<file path="src/rtl/ula_multiciclo.sv">
// rtl/ula_multiciclo.sv - multicycle ALU with valid/ready handshake and iterative shift-add multiplier
// Single-cycle codes resolve at accept; MUL runs WIDTH shift-add steps in CALC before DONE.
module ula_multiciclo #(
    parameter int WIDTH = 16,
    parameter int SHW   = $clog2(WIDTH)
) (
    input  logic             CLK,
    input  logic             RST,
    input  logic             InValid,
    output logic             InReady,
    input  logic [WIDTH-1:0] OpA,
    input  logic [WIDTH-1:0] OpB,
    input  logic [3:0]       CodeULA,
    output logic             OutValid,
    input  logic             OutReady,
    output logic [WIDTH-1:0] Res,
    output logic [3:0]       FlagReg,
    output logic             Busy
);

    typedef enum logic [1:0] {IDLE, CALC, DONE} state_t;

    localparam logic [3:0] OP_ADD = 4'b0000;
    localparam logic [3:0] OP_SUB = 4'b0001;
    localparam logic [3:0] OP_SLT = 4'b0010;
    localparam logic [3:0] OP_AND = 4'b0011;
    localparam logic [3:0] OP_OR  = 4'b0100;
    localparam logic [3:0] OP_XOR = 4'b0101;
    localparam logic [3:0] OP_BEZ = 4'b0110;
    localparam logic [3:0] OP_MUL = 4'b1000;
    localparam logic [3:0] OP_SLL = 4'b1001;
    localparam logic [3:0] OP_SRL = 4'b1010;
    localparam logic [3:0] OP_SRA = 4'b1011;

    state_t               state_q, state_d;
    logic [WIDTH-1:0]     mcand_q, mcand_d;
    logic [2*WIDTH-1:0]   acc_q, acc_d;
    logic [SHW-1:0]       cnt_q, cnt_d;
    logic [WIDTH-1:0]     res_q, res_d;
    logic [3:0]           flag_q, flag_d;

    logic [WIDTH:0]       add_ext, sub_ext, sll_ext, srl_ext, sra_ext;
    logic [SHW-1:0]       sh_amt;
    logic [WIDTH-1:0]     alu_res;
    logic                 alu_v, alu_c, alu_zn;
    logic [3:0]           alu_flags;
    logic [WIDTH:0]       mul_sum;
    logic [2*WIDTH-1:0]   mul_next;

    assign sh_amt  = OpB[SHW-1:0];
    assign add_ext = {1'b0, OpA} + {1'b0, OpB};
    assign sub_ext = {1'b0, OpA} - {1'b0, OpB};
    // One guard bit beside the operand catches the last bit shifted out.
    assign sll_ext = {1'b0, OpA} << sh_amt;
    assign srl_ext = {OpA, 1'b0} >> sh_amt;
    assign sra_ext = $unsigned($signed({OpA, 1'b0}) >>> sh_amt);

    always_comb begin
        alu_res = '0;
        alu_v   = 1'b0;
        alu_c   = 1'b0;
        alu_zn  = 1'b1;
        case (CodeULA)
            OP_ADD: begin
                alu_res = add_ext[WIDTH-1:0];
                alu_c   = add_ext[WIDTH];
                alu_v   = (OpA[WIDTH-1] == OpB[WIDTH-1]) && (add_ext[WIDTH-1] != OpA[WIDTH-1]);
            end
            OP_SUB: begin
                alu_res = sub_ext[WIDTH-1:0];
                alu_c   = sub_ext[WIDTH];
                alu_v   = (OpA[WIDTH-1] != OpB[WIDTH-1]) && (sub_ext[WIDTH-1] != OpA[WIDTH-1]);
            end
            OP_SLT: alu_res = {{(WIDTH-1){1'b0}}, $signed(OpA) < $signed(OpB)};
            OP_AND: alu_res = OpA & OpB;
            OP_OR:  alu_res = OpA | OpB;
            OP_XOR: alu_res = OpA ^ OpB;
            OP_BEZ: begin
                alu_res = OpB;
                alu_zn  = 1'b0;
            end
            OP_SLL: begin
                alu_res = sll_ext[WIDTH-1:0];
                alu_c   = sll_ext[WIDTH];
            end
            OP_SRL: begin
                alu_res = srl_ext[WIDTH:1];
                alu_c   = srl_ext[0];
            end
            OP_SRA: begin
                alu_res = sra_ext[WIDTH:1];
                alu_c   = sra_ext[0];
            end
            default: alu_zn = 1'b0;
        endcase
    end

    always_comb begin
        alu_flags = 4'b0000;
        if (CodeULA == OP_BEZ) begin
            alu_flags = {OpA == '0, 3'b000};
        end else if (alu_zn) begin
            alu_flags = {alu_res == '0, alu_res[WIDTH-1], alu_v, alu_c};
        end
    end

    // Accumulator holds {partial product high half, remaining multiplier bits}.
    assign mul_sum  = {1'b0, acc_q[2*WIDTH-1:WIDTH]} + (acc_q[0] ? {1'b0, mcand_q} : '0);
    assign mul_next = {mul_sum, acc_q[WIDTH-1:1]};

    always_comb begin
        state_d = state_q;
        mcand_d = mcand_q;
        acc_d   = acc_q;
        cnt_d   = cnt_q;
        res_d   = res_q;
        flag_d  = flag_q;
        case (state_q)
            IDLE: begin
                if (InValid) begin
                    if (CodeULA == OP_MUL) begin
                        mcand_d = OpA;
                        acc_d   = {{WIDTH{1'b0}}, OpB};
                        cnt_d   = '0;
                        state_d = CALC;
                    end else begin
                        res_d   = alu_res;
                        flag_d  = alu_flags;
                        state_d = DONE;
                    end
                end
            end
            CALC: begin
                acc_d = mul_next;
                cnt_d = cnt_q + 1'b1;
                if (cnt_q == SHW'(WIDTH-1)) begin
                    res_d   = mul_next[WIDTH-1:0];
                    flag_d  = {mul_next[WIDTH-1:0] == '0, mul_next[WIDTH-1],
                               mul_next[2*WIDTH-1:WIDTH] != '0, 1'b0};
                    cnt_d   = '0;
                    state_d = DONE;
                end
            end
            DONE: begin
                if (OutReady) begin
                    state_d = IDLE;
                end
            end
            default: state_d = IDLE;
        endcase
    end

    always_ff @(posedge CLK or negedge RST) begin
        if (!RST) begin
            state_q <= IDLE;
            mcand_q <= '0;
            acc_q   <= '0;
            cnt_q   <= '0;
            res_q   <= '0;
            flag_q  <= '0;
        end else begin
            state_q <= state_d;
            mcand_q <= mcand_d;
            acc_q   <= acc_d;
            cnt_q   <= cnt_d;
            res_q   <= res_d;
            flag_q  <= flag_d;
        end
    end

    assign InReady  = (state_q == IDLE);
    assign OutValid = (state_q == DONE);
    assign Busy     = (state_q != IDLE);
    assign Res      = res_q;
    assign FlagReg  = flag_q;

endmodule

</file>
<file path="config.mk">
export PLATFORM = sky130hd
export DESIGN_NAME = ula_multiciclo
export DESIGN_NICKNAME = d
export VERILOG_FILES = /design/src/rtl/ula_multiciclo.sv
export SDC_FILE = /design/constraint.sdc
export NUM_CORES = 1
export LEC_CHECK = 0
export CORE_AREA = 2 2 121 241
export DETAILED_ROUTE_END_ITERATION = 10
export DIE_AREA = 0 0 123 243
export PLACE_DENSITY = 0.49
export SYNTH_ARGS = -nofsm -noshare
export SYNTH_HDL_FRONTEND = slang
export SYNTH_SLANG_ARGS = --single-unit
</file>
<file path="constraint.sdc">
create_clock -name CLK -period 7.78 [get_ports CLK]
set_input_delay 1.556 -clock CLK [delete_from_list [all_inputs] [get_ports CLK]]
set_output_delay 1.556 -clock CLK [all_outputs]
set_load 0.01 [all_outputs]
</file>
==> summary.md, run 1 <==
| Metric | Value |
|---|---|
| Total CTS buffers | 9 |
| Syn_nets | 1161 |
| PortBufs | 62 |
| Post-synth EDFFs | 0 |
| Switching power | ~0.87 mW |
| Fin crit share | 74.8% |
| Post-CTS Setup Repair Bufs | 0 |
| P&R area growth vs syn | 16.4% |
| Clk root buf | clkbuf_16 |
| Max Fanout on Critical Path | 6 |
| Initial DRT Pass Iterations | 5 |
| Least-Margin Pin Slew | ~1.2 ns |
| Largest net degree at the start of global routing | 75 |
| Worst reg2reg path startpoint | acc_q[0]$_DFFE_PN0P_ |
| Initial antenna violation count | 1 |
| Multi-input gate area | 5990 um^2 |
| Hold Crit Start | mcand_q[4]$_DFFE_PN0P_ |
| Global-route wire length before repair | 57200 um |
| N_diodes | 0 |
| Starting Density | around 30% |
| Critical path type | input pin to flop |
| Detailed Route WL | 38600 um |
| Cell Pwr Density | 224 nW/um^2 |
| Worst setup SP type | input pin |
| Pint | 1.29 mW |
| Crit path DAT | 6.09 ns |
| DR DRC count | 0 |
| Worst hold path class | flop to flop |
| Synth Area in Simple Gates | around 22% |
| Status | finished clean |
| Xor-xnor portion of the synthesized cell area | 2.11% |
| Die extent in x | ~120 um |
| Fmax | 172 MHz |
| Detail Placement HPWL | between 30000 and 40000 um |
| Relative slew slack | 21.8% |
| CTS resizes | 0 |
| CTS sink count | 74 |
| Launch point of the worst path | OpA[0] |
| Total gr overflow | 0 |
| Final hold violations | 0 |
| Via-per-instance ratio | 6.13 |
| Switching fraction of total power | 40.2% |
| CTS tree | done |
| Yosys top cell area share | about 22% |
| Vias in the first global route | 8987 |
| Clock Path Buffers | 2 |
| H-tree levels | 3 |
| Post-synth top cells | nand2_1 (110), nor2_1 (90), o21ai_0 (79) |
| Hold slack | 0.469 ns |
| Worst path cell trace | clkdlybuf4s50_1 > inv_1 > ha_1 > inv_1 > fa_1 > nor2b_1 > o211ai_1 > a311oi_1 > o21ai_0 > o211ai_1 > a2111oi_0 > or4b_1 > nor4_2 > a31o_1 |
| Count leader, synth | nand2_1 |
| Hold Buf Count CTS | 0 |
| Worst setup margin | around 2.0 ns |
| CP endpoint kind | flop |
| Syn Area/Cell | 7.92 um^2 |
| Core ar. | 28100 um^2 |
| Layout cells sized above 1 | 9.34% |
| Total GRT Usage | 25.9% |
| Max stage delay on crit path | 0.86 ns |
| Leak | around 4.1 nW |
| Count of cell types in the netlist | 86 |
| ANT nets after route | 0 |
| YS warnings | 0 |
| GPL Wtd Cong | 1.01 |
| Synth Area in Adders | between 10% and 20% |
| Reg clk slew, reported paths | about 0.060 ns |
| Drt initial violations | 877 |
| Cell area after synthesis | 8320 um^2 |
| Mux contribution to synthesized area | 7.64% |
| Largest family of logic cells by synthesized area | compound AO/OA/AOI/OAI gates |
| Area leader, netlist | dfrtp_1 |
| FF/Latch Area | 1850 um^2 |
| Rows | 87 |
| Post-synthesis register bit count | 74 |
| Setup TNS | 0 ns |
| Fin crit period | 5.82 ns |
| Sequential area share after synthesis | 22.3% |
| Count of final setup violators | 0 |
| Fillers | 3000 |
| Max VDD drop | 0.0000931 V |
| Post-layout nets | approximately 1.2k |
| Top_reg_cell synth | dfrtp_1 |
| Post-synthesis compound-gate area fraction | around 29% |
| RSZ-0062 raised after global routing | no |
| Die area | 29900 um^2 |
| Post-synth ARST share | 100% |
| CP max stage cell | a2111oi_0 |
| Clock power frac | 23.7% |
| Top cells by area, synth | dfrtp_1 (22%), ha_1 (10%), nand2_1 (5.0%) |
| Pre-CTS WS | around 1.8 ns |
| Mapped Cells | 1050 |
| Register share of total power | 31.3% |
| Die height | 243 um |
| Worst clock skew | 0.00646 ns |
| Max-cap violations | 0 |
| Comb pwr share | approximately 45% |
| Vias after detailed routing | 8812 |
| Clk Latency, worst-skew pair | 0.33 ns |
| Pins Over Slew Limit | 0 |
| Routed len/inst | 26.8 um |
| Required @ worst endpoint | ~8.1 ns |
| Ports | 63 |
[worst max-delay path: cells and delay by family]
family | cells | cell delay, ns
AND/OR/NAND/NOR | 3 | 0.92
adder cells (fa/ha/maj) | 2 | 0.66
AO/OA/AOI/OAI | 6 | 2.09
buffers and inverters | 3 | 0.82
[power by group through the flow]
stage	clock [mW]	combinational, mW	sequential (mW)
3_5_place_dp	0	0.964	0.687
3_3_place_gp	0	0.961	0.684
5_1_grt	0.538	1.06	0.700
6_report	0.513	0.973	0.678
2_1_floorplan	0	0.596	0.643
4_1_cts	0.521	0.967	0.680
[metrics by stage]
stage	area [um^2]	total power [mW]	cells	utilization, %
floorplan	8320	1.24	1050	-
global placement	9310	1.65	1421	33.2
detailed placement	9310	1.65	1421	33.2
CTS	9680	2.17	1437	34.5
global route	9680	2.30	1437	34.5
finish	9680	2.16	1437	34.5
[state kept, by name, indices dropped and copies added (netlist names)]
| signal | cells |
|---|---|
| mcand_q | 16 |
| cnt_q | 4 |
| Res | 16 |
| acc_q | 32 |
| FlagReg | 4 |
| state_q | 2 |
[cell families after synthesis]
| kind of cell | Yosys count |
|---|---|
| compound gates | 340 |
| xor+xnor | 20 |
| fa+ha+maj | 71 |
| buf+inv | 131 |
| flops | 74 |
| mux | 46 |
| simple gates | 368 |
[cells in the final DEF, fill, tap and decap left out, types with 5 or more instances in the layout]
| cell type | count |
|---|---|
| a21oi_1 | 43 |
| a211oi_1 | 17 |
| nand2b_1 | 15 |
| inv_1 | 55 |
| nor2b_1 | 13 |
| nor4_1 | 18 |
| nand4_1 | 10 |
| or4_1 | 5 |
| a221oi_1 | 7 |
| nand2_1 | 110 |
| mux4_2 | 10 |
| o2bb2ai_1 | 5 |
| a21o_1 | 18 |
| a22oi_1 | 18 |
| o21a_1 | 5 |
| xnor2_1 | 10 |
| clkbuf_16 | 9 |
| o211ai_1 | 19 |
| nor2_1 | 89 |
| o21ai_0 | 79 |
| buf_4 | 28 |
| o22ai_1 | 7 |
| mux2_2 | 14 |
| mux2i_1 | 20 |
| nor3_1 | 21 |
| ha_1 | 68 |
| a222oi_1 | 6 |
| a22o_1 | 14 |
| dfrtp_1 | 74 |
| and2_1 | 19 |
| clkdlybuf4s50_1 | 59 |
| a31oi_1 | 27 |
| nand3_1 | 30 |
| o21bai_1 | 5 |
| xor2_1 | 10 |
[worst paths after layout]
kind / slack [ns] / to / cells past startpoint
worst max-delay path: 1.96 / FlagReg[3]$_DFFE_PN0P_ / 14
worst min-delay path: 0.47 / mcand_q[4]$_DFFE_PN0P_ / 2
worst max register to register: 3.80 / FlagReg[1]$_DFFE_PN0P_ / 12
worst min register to register: 0.47 / mcand_q[4]$_DFFE_PN0P_ / 2
max in group asynchronous: 5.75 / acc_q[28]$_DFFE_PN0P_ / 1
min in group asynchronous: 1.34 / cnt_q[1]$_DFFE_PN0P_ / 1
[layout make-up]
type                       instances  area share, %
clock buffer                       9           2.33
clock inverter                     7           1.46
timing repair buffer              89           8.38
multi-input combinational        845           61.9
tap                              356           4.60
inverter                          57           2.21
sequential                        74           19.1
[metal layers]
metal | wire [um] | vias to the layer above | global-route usage, %
met5 | 10 | - | 0
met4 | 3980 | 2 | 22.4
met3 | 1570 | 160 | 2.28
met2 | 19900 | 408 | 46.1
met1 | 13100 | 4260 | 26.2
li1 | - | 3982 | -
No activity file was read; power rests on OpenSTA's default activity.
==> inputs of run 2 (changes only) <==
- clock period: 7.78 -> 5.4 ns (I/O delays scaled with it)
==> run 2 against run 1 <==
Net effect:
- register-to-register slack worse by 2.5 ns
- setup slack worse by 1.6 ns
- sequential share of layout area down 0.44 points
- non-clock buffer count up 40
- clock power rose by 17%
- via count rose by 1.6%
- sequential power rose by 46%
==> summary.md, run 2 (synthesized netlist as in run 1, its figures left out) <==
| Metric | Value |
|---|---|
| Placed cell count | between 1k and 1.5k |
| Max-cap violations | 0 |
| Fillers | 3030 |
| Detailed Route WL | 39700 um |
| Max Fanout on Critical Path | 6 |
| Top layer in use | met4 |
| FF-to-FF path depth | 12 |
| Relative slew slack | between 10% and 20% |
| Required @ worst endpoint | 5.69 ns |
| PortBufs | 62 |
| Ports | 63 |
| Critical path type | input pin to flop |
| DR DRC count | 0 |
| Post-DP Area | 9620 um^2 |
| Fin crit period | 5.00 ns |
| Leak | 4.30 nW |
| Via-per-instance ratio | 6.07 |
| Reg2reg end | FlagReg[1]$_DFFE_PN0P_ |
| Fin crit share | 92.6% |
| Commonest non-fill, non-tap cells in the layout | nand2_1 (110), nor2_1 (89), o21ai_0 (79) |
| Cell Pwr Density | 304 nW/um^2 |
| Number of flip-flops in the largest register | 32 |
| Vias in the first global route | about 9k |
| Global-route wire length before repair | 58100 um |
| Met1 WL | 13000 um |
| H-tree levels | 3 |
| Max VDD drop | 0.000171 V |
| Hold Buf Count CTS | 0 |
| Total power | 3.01 mW |
| Post-layout nets | 1227 |
| Commonest non-fill, non-tap cell in the layout | nand2_1 |
| Clk root buf | clkbuf_16 |
| Status | finished clean |
| Layout cells sized above 1 | between 10% and 20% |
| Reg clk slew, reported paths | 0.07 ns |
| Detail Placement HPWL | 31700 um |
| Worst setup SP type | input pin |
| GPL Wtd Cong | 0.987 |
| Reg2reg setup slack | 1.33 ns |
| Total GRT Usage | 26.7% |
| Largest net degree at the start of global routing | 75 |
| Clk Latency, worst-skew pair | 0.35 ns |
| Total gr overflow | 0 |
| Die height | ~240 um |
| Final Cell Area | 9900 um^2 |
| CTS tree | done |
| Die extent in x | ~120 um |
| Total CTS buffers | 9 |
| Routed len/inst | 26.9 um |
| Drt initial violations | 851 |
| Least-Margin Pin Slew | between 1 and 1.5 ns |
| Worst hold path class | flop to flop |
| Initial DRT Pass Iterations | 5 |
| Count of final setup violators | 0 |
| Fmax | about 200 MHz |
| Worst reg2reg path startpoint | acc_q[0]$_DFFE_PN0P_ |
| ANT nets after route | 0 |
| CTS sink count | 74 |
| Crit path DAT | 5.29 ns |
| Hold Crit Start | mcand_q[6]$_DFFE_PN0P_ |
| Vias after detailed routing | ~9.0k |
| Die area | 29900 um^2 |
| Hold path cells | 2 |
| Biggest register | acc_q |
| Final core occ | 35.3% |
| Met3 wire length | 1990 um |
| P&R area growth vs syn | 19.1% |
| Initial antenna violation count | 0 |
| Starting Density | around 30% |
| Clock Path Buffers | 2 |
| CP endpoint kind | flop |
| N_diodes | 0 |
| Post-CTS Setup Repair Bufs | 0 |
| Core ar. | between 20000 and 30000 um^2 |
| Setup TNS | 0 ns |
| WL met2 | 20600 um |
| CTS resizes | 0 |
| Finished Layout Cells | 1476 |
| Final hold violations | 0 |
| Worst clock skew | about 0.011 ns |
| Pins Over Slew Limit | 0 |
| Rows | 87 |
| RSZ-0062 raised after global routing | no |
| Hold Path End | mcand_q[6]$_DFFE_PN0P_ |
## run 2: cell count changes in the layout (fill, tap and decap cells not counted), sizes merged
cell	change
bufinv	-3
buf	+40
clkinv	+1
clkbuf	+1
## run 2: report_power, final
| group | total (mW) | leakage [nW] | internal, mW | switching, mW |
|---|---|---|---|---|
| registers | 0.990 | 0.936 | 0.769 | 0.222 |
| logic | 1.42 | 3.22 | 0.622 | 0.797 |
| clock network | 0.599 | 0.138 | 0.354 | 0.244 |
| total | 3.01 | 4.30 | 1.74 | 1.26 |
## run 2: worst max-delay path: stages
cell	delay [ns]
clkdlybuf4s50_1	0.51
ha_1	0.33
fa_1	0.45
a211oi_1	0.43
o21ai_0	0.26
and2_1	0.26
nand2_1	0.08
o311ai_0	0.12
a2111oi_0	0.92
or4b_1	0.52
nor4_2	0.16
a31o_1	0.17
## run 2: final cells by class
type	count	area [um^2]	share of cell area, %
repair buffers	129	1120	11.3
well taps	356	445	4.50
inverters	57	214	2.16
flip-flops and latches	74	1850	18.7
clock inverters	5	56.3	0.569
multi-input cells	845	5980	60.4
clock buffers	10	229	2.31
## run 2: stage by stage
stage / setup WS (ns) / hold slack, ns
CTS: 0.419 / 0.479
detailed placement: 0.0697 / 0.466
finish: 0.400 / 0.475
floorplan: 1.30 / 0.442
global route: 0.272 / 0.509
global placement: 0.122 / 0.454
## run 2: metal layers
layer	global-route usage, %	up-vias
li1	-	4057
met1	26.4	4307
met2	48.0	423
met3	2.77	166
met4	22.7	0
met5	0	-
## run 2: worst max-delay path by stage
stage / to / cells past startpoint / startpoint / slack, ns
global placement: FlagReg[3]$_DFFE_PN0P_ / 12 / OpA[0] / 0.12
global route: FlagReg[3]$_DFFE_PN0P_ / 12 / OpA[0] / 0.27
finish: FlagReg[3]$_DFFE_PN0P_ / 12 / OpA[0] / 0.40
floorplan: FlagReg[3]$_DFFE_PN0P_ / 13 / OpB[1] / 1.30
detailed placement: FlagReg[3]$_DFFE_PN0P_ / 12 / OpA[0] / 0.07
CTS: FlagReg[3]$_DFFE_PN0P_ / 12 / OpA[0] / 0.42
==> inputs of run 3 (changes only) <==
- ABC_AREA: not set -> 1
- CORE_AREA: 2 2 121 241 -> 2 2 123 244
- DIE_AREA: 0 0 123 243 -> 0 0 125 246
==> run 3 against run 2 <==
Net effect:
- clock skew down 0.0042 ns
- clock power is 12% higher
- sequential share of layout area down 0.099 points
- global-route usage down 0.61 points
- maximum frequency grew 13%
==> summary.md, run 3 <==
| Metric | Value |
|---|---|
| Total power | roughly 3.5 mW |
| Routed len/inst | 21.8 um |
| Largest net degree at the start of global routing | 65 |
| Clock Path Buffers | 2 |
| ANT nets after route | 0 |
| Max stage delay on crit path | 0.68 ns |
| Final core occ | 34.5% |
| Area leader, netlist | dfrtp_1 |
| Starting Density | 29.7% |
| Fmax | 226 MHz |
| Multi-input gate area | 5840 um^2 |
| YS warnings | 0 |
| Initial antenna violation count | 0 |
| Post-synthesis register bit count | between 70 and 80 |
| Clock power frac | 19.2% |
| P&R area growth vs syn | 16.2% |
| Switching power | 1.63 mW |
| Worst clock skew | just over 0.007 ns |
| Ports | 63 |
| Status | finished clean |
| CP endpoint kind | flop |
| Max VDD drop | 0.000171 V |
| H-tree levels | 3 |
| Detail Placement HPWL | 33300 um |
| Post-layout nets | 1601 |
| Core ar. | 28800 um^2 |
| Top cells by area, synth | dfrtp_1 (22%), nand2_1 (21%), nand3_1 (12%) |
| Fin crit share | 82.1% |
| Vias in the first global route | 9862 |
| Total gr overflow | 0 |
| Total CTS buffers | 9 |
| CTS sink count | 74 |
| Crit path buf inv count | 2 |
| Initial DRT Pass Iterations | 7 |
| CP max stage cell | clkdlybuf4s50_1 |
| Yosys top cell area share | 21.6% |
| Clk Latency, worst-skew pair | 0.35 ns |
| Comb pwr share | 53.3% |
| CP delay by family, top | simple AND/OR/NAND/NOR gates |
| Pint | 1.85 mW |
| Fin crit period | 4.43 ns |
| Count of final setup violators | 0 |
| Post-synth ARST share | 100% |
| Post-CTS Setup Repair Bufs | 0 |
| Final hold violations | 0 |
| Commonest non-fill, non-tap cells in the layout | nand2_1 (469), nand3_1 (209), inv_1 (158) |
| Count of cell types in the netlist | 45 |
| Die area | slightly above 30000 um^2 |
| Post-synth top cells | nand2_1 (469), nand3_1 (209), inv_1 (158) |
| Pins Over Slew Limit | 0 |
| Fillers | approximately 3.3k |
| Die height | between 200 and 250 um |
| Reg clk slew, reported paths | around 0.06 ns |
| Least-Margin Pin Slew | 1.03 ns |
| Worst hold path class | flop to flop |
| Required @ worst endpoint | 5.64 ns |
| Hold Buf Count CTS | 0 |
| Detailed Route WL | 40400 um |
| Commonest non-fill, non-tap cell in the layout | nand2_1 |
| Drt initial violations | 726 |
| Layout cells sized above 1 | 4.82% |
| CTS resizes | 0 |
| Critical path type | input pin to flop |
| Pre-CTS WS | 0.690 ns |
| Biggest register | acc_q |
| Setup TNS | 0 ns |
| Total GRT Usage | 26.1% |
| Via-per-instance ratio | 5.33 |
| Vias after detailed routing | 9880 |
| Register share of total power | 27.5% |
| Worst path cell trace | clkdlybuf4s50_1 > inv_1 > ha_1 > a21oi_1 > nand2_1 > nand2_1 > nand2_1 > nand2_1 > nand2_1 > a21oi_1 > nor2_1 > o21ai_0 > nand4_1 > nand3_1 > nand2_1 |
| Top_reg_cell synth | dfrtp_1 |
| Post-synth EDFFs | 0 |
| DR DRC count | 0 |
| Worst path most repeated cell | nand2_1 |
| PortBufs | 62 |
| Global-route wire length before repair | 60300 um |
| Leak | 5.21 nW |
| Max-cap violations | 0 |
| Die extent in x | 125 um |
| RSZ-0062 raised after global routing | no |
| Crit path DAT | 4.67 ns |
| Rows | 88 |
| Number of flip-flops in the largest register | 32 |
| CTS tree | done |
| FF/Latch Area | approximately 1900 um^2 |
| Count leader, synth | nand2_1 |
| Worst setup SP type | input pin |
| Syn Area/Cell | between 5 and 6 um^2 |
| N_diodes | 0 |
| Mapped Cells | 1439 |
| Max Fanout on Critical Path | 9 |
| Cell area after synthesis | 8560 um^2 |
| Relative slew slack | 30.6% |
| Cell Pwr Density | 350 nW/um^2 |
| Clk root buf | clkbuf_16 |
| GPL Wtd Cong | 1.04 |
| Switching fraction of total power | 46.8% |
| Worst setup margin | between 0.9 and 1 ns |
| Sequential area share after synthesis | 21.6% |
| Syn_nets | 1550 |
-- run 3: changes by cell type after synthesis, sizes merged, moves of 17 or more --
cell / delta
nand2: +359
nand3: +180
inv: +111
nor2: +43
mux2i: -20
clkbuf: -18
a22oi: -17
a31oi: -17
-- run 3: cells by family after synthesis --
family,count (synthesis),synth area share (%)
AO/OA/AOI/OAI,197,13.4
XOR/XNOR,13,1.33
flip-flops,74,21.6
adder cells (fa/ha/maj),71,10.6
buffers and inverters,222,10.2
AND/OR/NAND/NOR,862,42.8
-- run 3: final cells by class --
class / instances / share of cell area (%)
Sequential cell: 74 / 18.6
Clock buffer: 10 / 2.40
Multi-Input combinational cell: 1143 / 58.7
Tap cell: 360 / 4.52
Inverter: 169 / 6.37
Clock inverter: 6 / 0.880
Timing Repair Buffer: 93 / 8.55
-- run 3: worst paths after layout --
kind	startpoint	slack (ns)	to	depth (start not counted)
hold reg to reg	FlagReg[1]$_DFFE_PN0P_	0.48	FlagReg[1]$_DFFE_PN0P_	2
setup reg to reg	acc_q[0]$_DFFE_PN0P_	2.32	FlagReg[1]$_DFFE_PN0P_	17
hold / removal	FlagReg[1]$_DFFE_PN0P_	0.48	FlagReg[1]$_DFFE_PN0P_	2
max in group asynchronous	RST	3.75	acc_q[17]$_DFFE_PN0P_	2
setup / recovery	OpA[3]	0.97	FlagReg[0]$_DFFE_PN0P_	15
min in group asynchronous	RST	0.55	cnt_q[2]$_DFFE_PN0P_	1
-- run 3: power by group through the flow --
stage                     clock network [mW]  logic [mW]  registers, mW
after floorplan                            0        1.20          0.922
after global placement                     0        1.86          0.966
after detailed placement                   0        1.86          0.970
after CTS                              0.684        1.87          0.964
after global routing                   0.702        2.08          0.989
final                                  0.669        1.86          0.958
-- run 3: routing by layer --
layer / global-route usage [%] / vias to the layer above / share of wire [%]
li1: - / 4818 / -
met2: 49.6 / 315 / 53
met1: 25.4 / 4621 / 35
met3: 2.13 / 126 / 3.1
met4: 20.7 / 0 / 9.0
met5: 0 / - / 0
-- run 3: worst register-to-register path, stage by stage, from the launching register on --
cell	delay [ns]
dfrtp_1	0.58
nand2_1	0.14
inv_1	0.05
ha_1	0.20
fa_1	0.43
nand3_1	0.11
nand2_1	0.13
nand2_1	0.10
nand3_1	0.15
xor2_1	0.21
nor2_1	0.15
nand3_1	0.09
nor2_1	0.25
nand3_1	0.16
nand2_1	0.08
nand2_1	0.05
nand2_1	0.05
nand2_1	0.04
-- run 3: per-stage QoR --
step           cell area, um^2  std cells  hold WS [ns]
2_1_floorplan             8560       1439         0.453
3_3_place_gp              9630       1839         0.463
3_5_place_dp              9630       1839         0.471
4_1_cts                   9950       1855         0.487
5_1_grt                   9950       1855         0.509
6_report                  9950       1855         0.481
